`config.mk`:
```
export PLATFORM = sky130hd
export DESIGN_NAME = cache_miss_engine_flat
export DESIGN_NICKNAME = d
export VERILOG_FILES = /design/src/rtl/cache_miss_engine_if.sv /design/src/rtl/cache_miss_engine.sv /design/src/flat_wrapper.sv
export SDC_FILE = /design/constraint.sdc
export NUM_CORES = 1
export LEC_CHECK = 0
export CAP_MARGIN = 10
export CORE_ASPECT_RATIO = 2
export CORE_MARGIN = 5
export CORE_UTILIZATION = 42
export DETAILED_ROUTE_END_ITERATION = 12
export PLACE_DENSITY = 0.79
export SLEW_MARGIN = 20
export SYNTH_ARGS = -nofsm -noshare
export SYNTH_HDL_FRONTEND = slang
export SYNTH_SLANG_ARGS = --single-unit
```
`constraint.sdc`:
```
create_clock -name clk -period 7.4 [get_ports clk]
set_input_delay 2.22 -clock clk [delete_from_list [all_inputs] [get_ports clk]]
set_output_delay 2.22 -clock clk [all_outputs]
set_load 0.01 [all_outputs]
```
`src/rtl/cache_miss_engine_if.sv`:
```
// Cache-to-engine miss/refill handshake and engine-to-memory request bus.
// The master modport is the miss engine; the slave modport is the cache plus main memory.
interface cache_miss_engine_if #(
    parameter int ADDR_W = 32,
    parameter int DATA_W = 32
);
    logic              miss_valid;
    logic              miss_ready;
    logic [ADDR_W-1:0] miss_addr;
    logic              victim_dirty;
    logic [ADDR_W-1:0] victim_addr;
    logic [DATA_W-1:0] victim_data;
    logic              fill_valid;
    logic              fill_err;
    logic [ADDR_W-1:0] fill_addr;
    logic [DATA_W-1:0] fill_data;
    logic              mem_req;
    logic              mem_we;
    logic [ADDR_W-1:0] mem_addr;
    logic [DATA_W-1:0] mem_wdata;
    logic              mem_ack;
    logic [DATA_W-1:0] mem_rdata;
    logic              busy;

    modport master (
        input  miss_valid, miss_addr, victim_dirty, victim_addr, victim_data,
        input  mem_ack, mem_rdata,
        output miss_ready, fill_valid, fill_err, fill_addr, fill_data,
        output mem_req, mem_we, mem_addr, mem_wdata, busy
    );

    modport slave (
        output miss_valid, miss_addr, victim_dirty, victim_addr, victim_data,
        output mem_ack, mem_rdata,
        input  miss_ready, fill_valid, fill_err, fill_addr, fill_data,
        input  mem_req, mem_we, mem_addr, mem_wdata, busy
    );
endinterface

```
`src/rtl/cache_miss_engine.sv`:
```
// Miss handler for a direct-mapped one-word-line cache: optional dirty write-back,
// then a word fetch, reported to the cache as a one-cycle fill strobe.
module cache_miss_engine #(
    parameter int ADDR_W  = 32,
    parameter int DATA_W  = 32,
    parameter int TIMEOUT = 255,
    parameter int CNT_W   = 8
) (
    input  logic                clk,
    input  logic                reset,
    cache_miss_engine_if.master bus
);
    typedef enum logic [2:0] {
        IDLE  = 3'd0,
        WB    = 3'd1,
        FILL  = 3'd2,
        RESP  = 3'd3,
        ABORT = 3'd4
    } state_t;

    localparam logic [CNT_W-1:0]  TIMEOUT_C  = CNT_W'(TIMEOUT);
    localparam logic [ADDR_W-1:0] ALIGN_MASK = ~ADDR_W'(3);

    state_t            state_q;
    logic [ADDR_W-1:0] miss_addr_q;
    logic [ADDR_W-1:0] victim_addr_q;
    logic [DATA_W-1:0] victim_data_q;
    logic [DATA_W-1:0] fill_data_q;
    logic [CNT_W-1:0]  wait_cnt_q;
    logic              timeout_hit;

    // A zero TIMEOUT lets the counter wrap harmlessly and never aborts.
    assign timeout_hit = (TIMEOUT != 0) && (wait_cnt_q == TIMEOUT_C);

    always_ff @(posedge clk or posedge reset) begin
        if (reset) begin
            state_q       <= IDLE;
            miss_addr_q   <= '0;
            victim_addr_q <= '0;
            victim_data_q <= '0;
            fill_data_q   <= '0;
            wait_cnt_q    <= '0;
        end else begin
            case (state_q)
                IDLE: begin
                    wait_cnt_q <= '0;
                    if (bus.miss_valid) begin
                        miss_addr_q   <= bus.miss_addr & ALIGN_MASK;
                        victim_addr_q <= bus.victim_addr & ALIGN_MASK;
                        victim_data_q <= bus.victim_data;
                        state_q       <= bus.victim_dirty ? WB : FILL;
                    end
                end
                WB, FILL: begin
                    if (bus.mem_ack) begin
                        wait_cnt_q <= '0;
                        if (state_q == FILL) begin
                            fill_data_q <= bus.mem_rdata;
                            state_q     <= RESP;
                        end else begin
                            state_q <= FILL;
                        end
                    end else if (timeout_hit) begin
                        // A write-back timeout skips the fetch; the cache retries the miss.
                        wait_cnt_q <= '0;
                        state_q    <= ABORT;
                    end else begin
                        wait_cnt_q <= wait_cnt_q + CNT_W'(1);
                    end
                end
                RESP, ABORT: begin
                    wait_cnt_q <= '0;
                    state_q    <= IDLE;
                end
                default: begin
                    wait_cnt_q <= '0;
                    state_q    <= IDLE;
                end
            endcase
        end
    end

    // Every output decodes registered state only, so reset drops mem_req without a clock edge.
    assign bus.miss_ready = (state_q == IDLE);
    assign bus.busy       = (state_q != IDLE);
    assign bus.mem_req    = (state_q == WB) || (state_q == FILL);
    assign bus.mem_we     = (state_q == WB);
    assign bus.mem_addr   = (state_q == WB) ? victim_addr_q : miss_addr_q;
    assign bus.mem_wdata  = victim_data_q;
    assign bus.fill_valid = (state_q == RESP) || (state_q == ABORT);
    assign bus.fill_err   = (state_q == ABORT);
    assign bus.fill_addr  = miss_addr_q;
    assign bus.fill_data  = fill_data_q;
endmodule

```
`src/flat_wrapper.sv`:
```
// flat-port wrapper written by rule: the top's interface ports become plain ports
module cache_miss_engine_flat 
#(
    parameter int ADDR_W  = 32,
    parameter int DATA_W  = 32,
    parameter int TIMEOUT = 255,
    parameter int CNT_W   = 8
)
  (clk, reset, bus_miss_valid, bus_miss_addr, bus_victim_dirty, bus_victim_addr, bus_victim_data, bus_mem_ack, bus_mem_rdata, bus_miss_ready, bus_fill_valid, bus_fill_err, bus_fill_addr, bus_fill_data, bus_mem_req, bus_mem_we, bus_mem_addr, bus_mem_wdata, bus_busy);
  cache_miss_engine_if #(.ADDR_W(ADDR_W), .DATA_W(DATA_W)) bus_i ();
  input  logic clk;
  input  logic reset;
  input wire logic [$bits(bus_i.miss_valid)-1:0] bus_miss_valid;
  input wire logic [$bits(bus_i.miss_addr)-1:0] bus_miss_addr;
  input wire logic [$bits(bus_i.victim_dirty)-1:0] bus_victim_dirty;
  input wire logic [$bits(bus_i.victim_addr)-1:0] bus_victim_addr;
  input wire logic [$bits(bus_i.victim_data)-1:0] bus_victim_data;
  input wire logic [$bits(bus_i.mem_ack)-1:0] bus_mem_ack;
  input wire logic [$bits(bus_i.mem_rdata)-1:0] bus_mem_rdata;
  output wire logic [$bits(bus_i.miss_ready)-1:0] bus_miss_ready;
  output wire logic [$bits(bus_i.fill_valid)-1:0] bus_fill_valid;
  output wire logic [$bits(bus_i.fill_err)-1:0] bus_fill_err;
  output wire logic [$bits(bus_i.fill_addr)-1:0] bus_fill_addr;
  output wire logic [$bits(bus_i.fill_data)-1:0] bus_fill_data;
  output wire logic [$bits(bus_i.mem_req)-1:0] bus_mem_req;
  output wire logic [$bits(bus_i.mem_we)-1:0] bus_mem_we;
  output wire logic [$bits(bus_i.mem_addr)-1:0] bus_mem_addr;
  output wire logic [$bits(bus_i.mem_wdata)-1:0] bus_mem_wdata;
  output wire logic [$bits(bus_i.busy)-1:0] bus_busy;
  assign bus_i.miss_valid = bus_miss_valid;
  assign bus_i.miss_addr = bus_miss_addr;
  assign bus_i.victim_dirty = bus_victim_dirty;
  assign bus_i.victim_addr = bus_victim_addr;
  assign bus_i.victim_data = bus_victim_data;
  assign bus_i.mem_ack = bus_mem_ack;
  assign bus_i.mem_rdata = bus_mem_rdata;
  assign bus_miss_ready = bus_i.miss_ready;
  assign bus_fill_valid = bus_i.fill_valid;
  assign bus_fill_err = bus_i.fill_err;
  assign bus_fill_addr = bus_i.fill_addr;
  assign bus_fill_data = bus_i.fill_data;
  assign bus_mem_req = bus_i.mem_req;
  assign bus_mem_we = bus_i.mem_we;
  assign bus_mem_addr = bus_i.mem_addr;
  assign bus_mem_wdata = bus_i.mem_wdata;
  assign bus_busy = bus_i.busy;
  cache_miss_engine #(.ADDR_W(ADDR_W), .DATA_W(DATA_W), .TIMEOUT(TIMEOUT), .CNT_W(CNT_W)) u_core (.clk(clk), .reset(reset), .bus(bus_i));
endmodule
```
==> impl_metrics.yaml <==
timing:
  tightest_slew_ps: 864
  fin_crit_sh_pct: 65.9
  finalClockSkew_ps: 9.30
  slew_violations: 0
  tns_ps: 0
  slew_headroom_pct: 42.4
  fin_ws_ps: 2520
  fmax_mhz: 205
  hold_viol: 0
  grt_setup_unrepaired: "false"
  finalSetupViolations: 0
  period_needed_ps: 4880
synth:
  synth_area_sq_um: 6050
  synth_cell_types: 37
  ys_ff_latch: 135
  ys_top_cells_by_area: "dfrtp_1 56%, mux2_4 20%, mux2_2 14%"
  syn_inst: 366
  yosysTopAreaCellShare_pct: 55.9
  synth_warnings: 0
  yosys.area.top_type: "dfrtp_1"
  ys_seq_area_share_pct: 55.9
  syn_avg_cell_area_sq_um: 16.5
cts:
  cts_tree: "yes"
  numCtsBuffers: 17
  holdBufCountCts: 0
  cts_setup_buffers: 0
  path_clk_slew_ps: 60
  clkSinkCount: 135
  htree_levels: 4
  clkLatencyLatePin_ps: 400
  cts_resized: 0
  cts-root-buf: "clkbuf_16"
  clk_path_buf_depth: 2
power_and_ir_drop:
  leakage_nw: 3.93
  power-per-cell-area_nw_per_um2: 463
  ir_worst_vdd_v: 0.000263
run_status:
  outcome: "finished clean"
floorplanning:
  fp.dieW_um: 94.8
  start_util_pct: 42.4
  die_y_um: 180
  core_area_sq_um: 14300
  die_area_sq_um: 17000
  fp-row-count: 62
  ios: 267
placement:
  place_ws_ps: 2940
  post-place-cells: 801
  hpwl_um: 12000
  gp_congestion: 0.826
  portBuffers: 258
worst_setup_path:
  critPathRequiredTime_ps: 5180
  cp_top_family: "buffers and inverters"
  cpPeakStageDelay_ps: 630
  end_kind: "output port"
  critPathBufInv: 2
  arrival_ps: 2660
  critical_path_class: "reg2out"
  crit_path_start_kind: "flop"
  crit_chain: "nor3b_4 > buf_4 > mux2_2 > clkdlybuf4s50_1"
  critPathMaxFanout: 31
  cp_slowest_cell: "dfrtp_1"
grt:
  grt_util_all_layers_pct: 19.5
  grt_pass1_vias: 4571
  gr-total-overflow: 0
  grt_pass1_wl_um: 25300
  antenna_found_initial: 0
  grt_max_degree: 69
hold_path:
  hold_class: "reg2reg"
drt:
  drc: 0
  drt-total-wl_um: 16200
  wl_met3_um: 1120
  wl_met1_um: 5540
  drt.antenna.violating_nets: 0
  wl_per_cell_um: 19.5
  first_pass_iters: 4
  via_count: 4050
  top_layer: "met4"
  initialDrtViolationCount: 83
  avgViaCountPerCell: 4.87
  wl_met2_um: 8930
cells_and_area:
  drive_gt1_share_pct: 30.6
  n_antenna_cell: 0
  final_cells: 832
  final_common_cell: "clkdlybuf4s50_1"
  final_cell_mix: "258 x clkdlybuf4s50_1, 135 x dfrtp_1, 80 x mux2_4"
  area_growth_syn_to_layout_pct: 53.1
  num-nets-final: 762
flow_run:
  maxCapViolCount: 0
[flip-flops by register name, summed over array words and instances (netlist names)]
name and flops:
u_core.wait_cnt_q 8, u_core.state_q 3, u_core.bus.fill_addr 30, u_core.bus.mem_wdata 32
u_core.victim_addr_q 30, u_core.bus.fill_data 32
[power by group]
part           switching, mW  internal [mW]  leakage (nW)
Sequential             0.239           1.10          1.61
Clock                  0.330          0.534         0.288
Combinational          0.736           1.35          2.03
[stage by stage]
step / util (%) / instance area (sq um) / power [mW] / hold slack [ps]
final: 64.8 / 9260 / 4.29 / 504
after global routing: 64.8 / 9260 / 4.51 / 524
after CTS: 64.8 / 9260 / 4.35 / 508
after detailed placement: 60.6 / 8650 / 3.45 / 490
after global placement: 60.6 / 8650 / 3.38 / 477
after floorplan: - / 6060 / 2.44 / 475
[Yosys cell counts]
master	number
dfrtp_1	135
mux2_4	80
mux2_2	74
buf_12	9
buf_4	9
nor2_1	7
nand3_1	6
a21oi_1	4
buf_2	4
nand2_1	4
xor2_1	3
a21o_1	2
and3_1	2
inv_1	2
mux2_1	2
nor3_1	2
a211oi_1	1
and2_4	1
buf_6	1
conb_1	1
ha_1	1
nand2b_1	1
nand3b_1	1
nand4_1	1
nor2b_1	1
nor3_2	1
nor3_4	1
nor3b_1	1
nor3b_2	1
o211ai_1	1
o21a_1	1
o21ai_0	1
o21bai_1	1
or2_2	1
or3_1	1
xnor2_1	1
xor2_2	1
[routing by layer]
metal,track usage [%],vias to the layer above
li1,-,1822
met1,20.7,2018
met2,34.4,176
met3,5.77,34
met4,9.37,0
met5,0,-
[worst reg2reg max path, delay by kind of cell (launching register included)]
kind,cells,cell delay [ps]
and+or+nand+nor,2,810
buffers and inverters,1,650
DFF,1,540
muxes,1,440
[cell families after synthesis]
| logic type | share of synthesized area [%] |
|---|---|
| multiplexers | 34.0 |
| other | 0.0620 |
| flip-flops | 55.9 |
| AO/OA/AOI/OAI | 1.16 |
| adder cells (fa/ha/maj) | 0.207 |
| AND/OR/NAND/NOR | 3.10 |
| XOR/XNOR | 0.849 |
| buffers and inverters | 4.74 |
[final cells by class]
type	count	area, sq um
Fill cell	1093	5020
Sequential cell	135	3380
Timing Repair Buffer	263	2620
Multi-Input combinational cell	209	2410
Clock buffer	18	429
Tap cell	192	240
Clock inverter	13	171
Inverter	2	10.0
[worst paths after layout]
check                                               from                        to  slack (ps)  depth (start not counted)
min in group asynchronous                          reset  u_core.bus.mem_wdata[31]        2340                          2
worst min register to register  u_core.bus.fill_data[15]  u_core.bus.fill_data[15]         500                          1
worst min-delay path            u_core.bus.fill_data[15]  u_core.bus.fill_data[15]         500                          1
max in group asynchronous                          reset   u_core.bus.mem_wdata[4]        3640                          3
worst max register to register         u_core.state_q[0]  u_core.victim_addr_q[30]        4830                          4
worst max-delay path                   u_core.state_q[0]          bus_mem_addr[29]        2520                          4
Power figures use the tool's default switching activity.
==> edit, RTL diff (same settings) <==
Register the output `bus.fill_err`; this adds one clock of latency there.
--- a/src/rtl/cache_miss_engine.sv
+++ b/src/rtl/cache_miss_engine.sv
@@ -88,7 +88,9 @@
     assign bus.mem_addr   = (state_q == WB) ? victim_addr_q : miss_addr_q;
     assign bus.mem_wdata  = victim_data_q;
     assign bus.fill_valid = (state_q == RESP) || (state_q == ABORT);
-    assign bus.fill_err   = (state_q == ABORT);
+    always_ff @(posedge clk) begin
+        bus.fill_err <= (state_q == ABORT);
+    end
     assign bus.fill_addr  = miss_addr_q;
     assign bus.fill_data  = fill_data_q;
 endmodule
Check against the original RTL: same outputs for any inputs over 4 cycles, from zero or initial values and one cycle with reset high; that may be too few to reach the edited logic, so the function may still have changed.
==> edit against the original RTL <==
Global-route usage rose by 0.51 points. Wire length rose by 4.0%. Sequential share of layout area down 0.17 points. Cell area rose by 1.1%. Largest power group unchanged. Power up 1.9%. Area after synthesis up 0.52%. Worst setup slack got worse by 0.45 ns. Count of clock-buffer cells in the layout rose by 3. Sequential cell count increased by 1. Highest routed layer unchanged. Clock power up 5.6%. Core utilization is 0.69 points higher. Clock skew fell by 0.0013 ns.
==> edit: results (changes against the original RTL) <==
| Metric | Value |
|---|---|
| Leak | `3.97 nW (was 3.93 nW)` |
| Max FO, Critical Path | `22 (was 31)` |
| Synth async-reset ratio | `99.3% (was 100%)` |
| Result of the run | `finished, final reports clean (unchanged)` |
| CTS Buf Count | `17 (unchanged)` |
| Fillcell total | `1079 (was 1093)` |
| Non-Filler Instances | `837 (was 832)` |
| First-pass GRT wire length | `25.7 mm (was 25.3 mm)` |
| Starting Density | `42.6% (was 42.4%)` |
| Power Internal | `3.05 mW (was 2.98 mW)` |
| DP Wirelength | `12.3 mm (was 12.0 mm)` |
| Dpl ws | `2.50 ns (was 2.94 ns)` |
| Starting DRC count in detailed routing | `91 (was 83)` |
| Syn Inst Count | `368 (was 366)` |
| IR drop worst, VDD | `253 uV (was 263 uV)` |
| Sequential area share after synthesis | `55.9% (about the same)` |
| Placement Cell Area | `8680 um^2 (was 8650 um^2)` |
| Later-pin clock latency in the skew report | `about 0.41 ns` |
| Slowest CP cell | `nor3b_4 (was dfrtp_1)` |
| Worst path arrival time | `3.11 ns (was 2.66 ns)` |
| GRT Total Usage | `20.1% (was 19.5%)` |
| Synth top cells by count | `dfrtp_1 (135), mux2_4 (80), mux2_2 (73), buf_12 (9), buf_4 (8) (was dfrtp_1 (135), mux2_4 (80), mux2_2 (74), buf_12 (9), buf_4 (9))` |
| Worst Max-Slew Pin Slew | `0.961 ns (was 0.864 ns)` |
| Share of layout cells above drive strength 1 | `30.5% (was 30.6%)` |
| Post-Route WL | `16.8 mm (was 16.2 mm)` |
edit: power by group through the flow:
stage / sequential [mW] / combinational, mW / clock, mW
2_1_floorplan: 1.42 / 1.03 / 0
3_3_place_gp: 1.32 / 2.08 / 0
3_5_place_dp: 1.36 / 2.11 / 0
4_1_cts: 1.35 / 2.13 / 0.927
5_1_grt: 1.40 / 2.22 / 0.959
6_report: 1.35 / 2.10 / 0.912
edit: final timing paths:
path,startpoint,end,slack (ns)
min reg2reg,u_core.bus.fill_data[23],u_core.bus.fill_data[23],0.49
min,u_core.bus.fill_data[23],u_core.bus.fill_data[23],0.49
max in group asynchronous,reset,u_core.bus.fill_data[28],3.68
max,u_core.state_q[0],bus_mem_addr[6],2.07
min in group asynchronous,reset,u_core.bus.fill_data[29],2.36
max reg2reg,u_core.state_q[0],u_core.bus.fill_addr[16],4.94
edit: area by class of cell:
cell class | instances | share of cell area [%]
clock inverters | 11 | 1.82
repair buffers | 263 | 28.2
flip-flops and latches | 136 | 36.3
well taps | 192 | 2.57
inverters | 2 | 0.107
clock buffers | 21 | 5.03
multi-input cells | 209 | 25.8
diodes | 3 | 0.0803
edit: kinds of logic (layout without fill, tap and decap cells):
family                     after synthesis  count (layout)  synth area share [%]
adders and majority gates                1               1                 0.206
xor gates and xnor gates                 5               5                 0.844
AOI/OAI and AO/OA                       10              10                  1.03
buffers and inverters                   26             297                  4.86
other                                    1               7                0.0617
muxes                                  156             156                  33.8
DFF                                    136             136                  55.9
and+or+nand+nor                         33              33                  3.25
edit: per-layer routing:
layer  routed length [um]  track usage [%]  part of all wire, %
met5                    0                0                    0
met4                  625             10.9                  3.7
met3                  991             5.81                  5.9
met2                 9570             36.2                   57
met1                 5660             19.8                   34
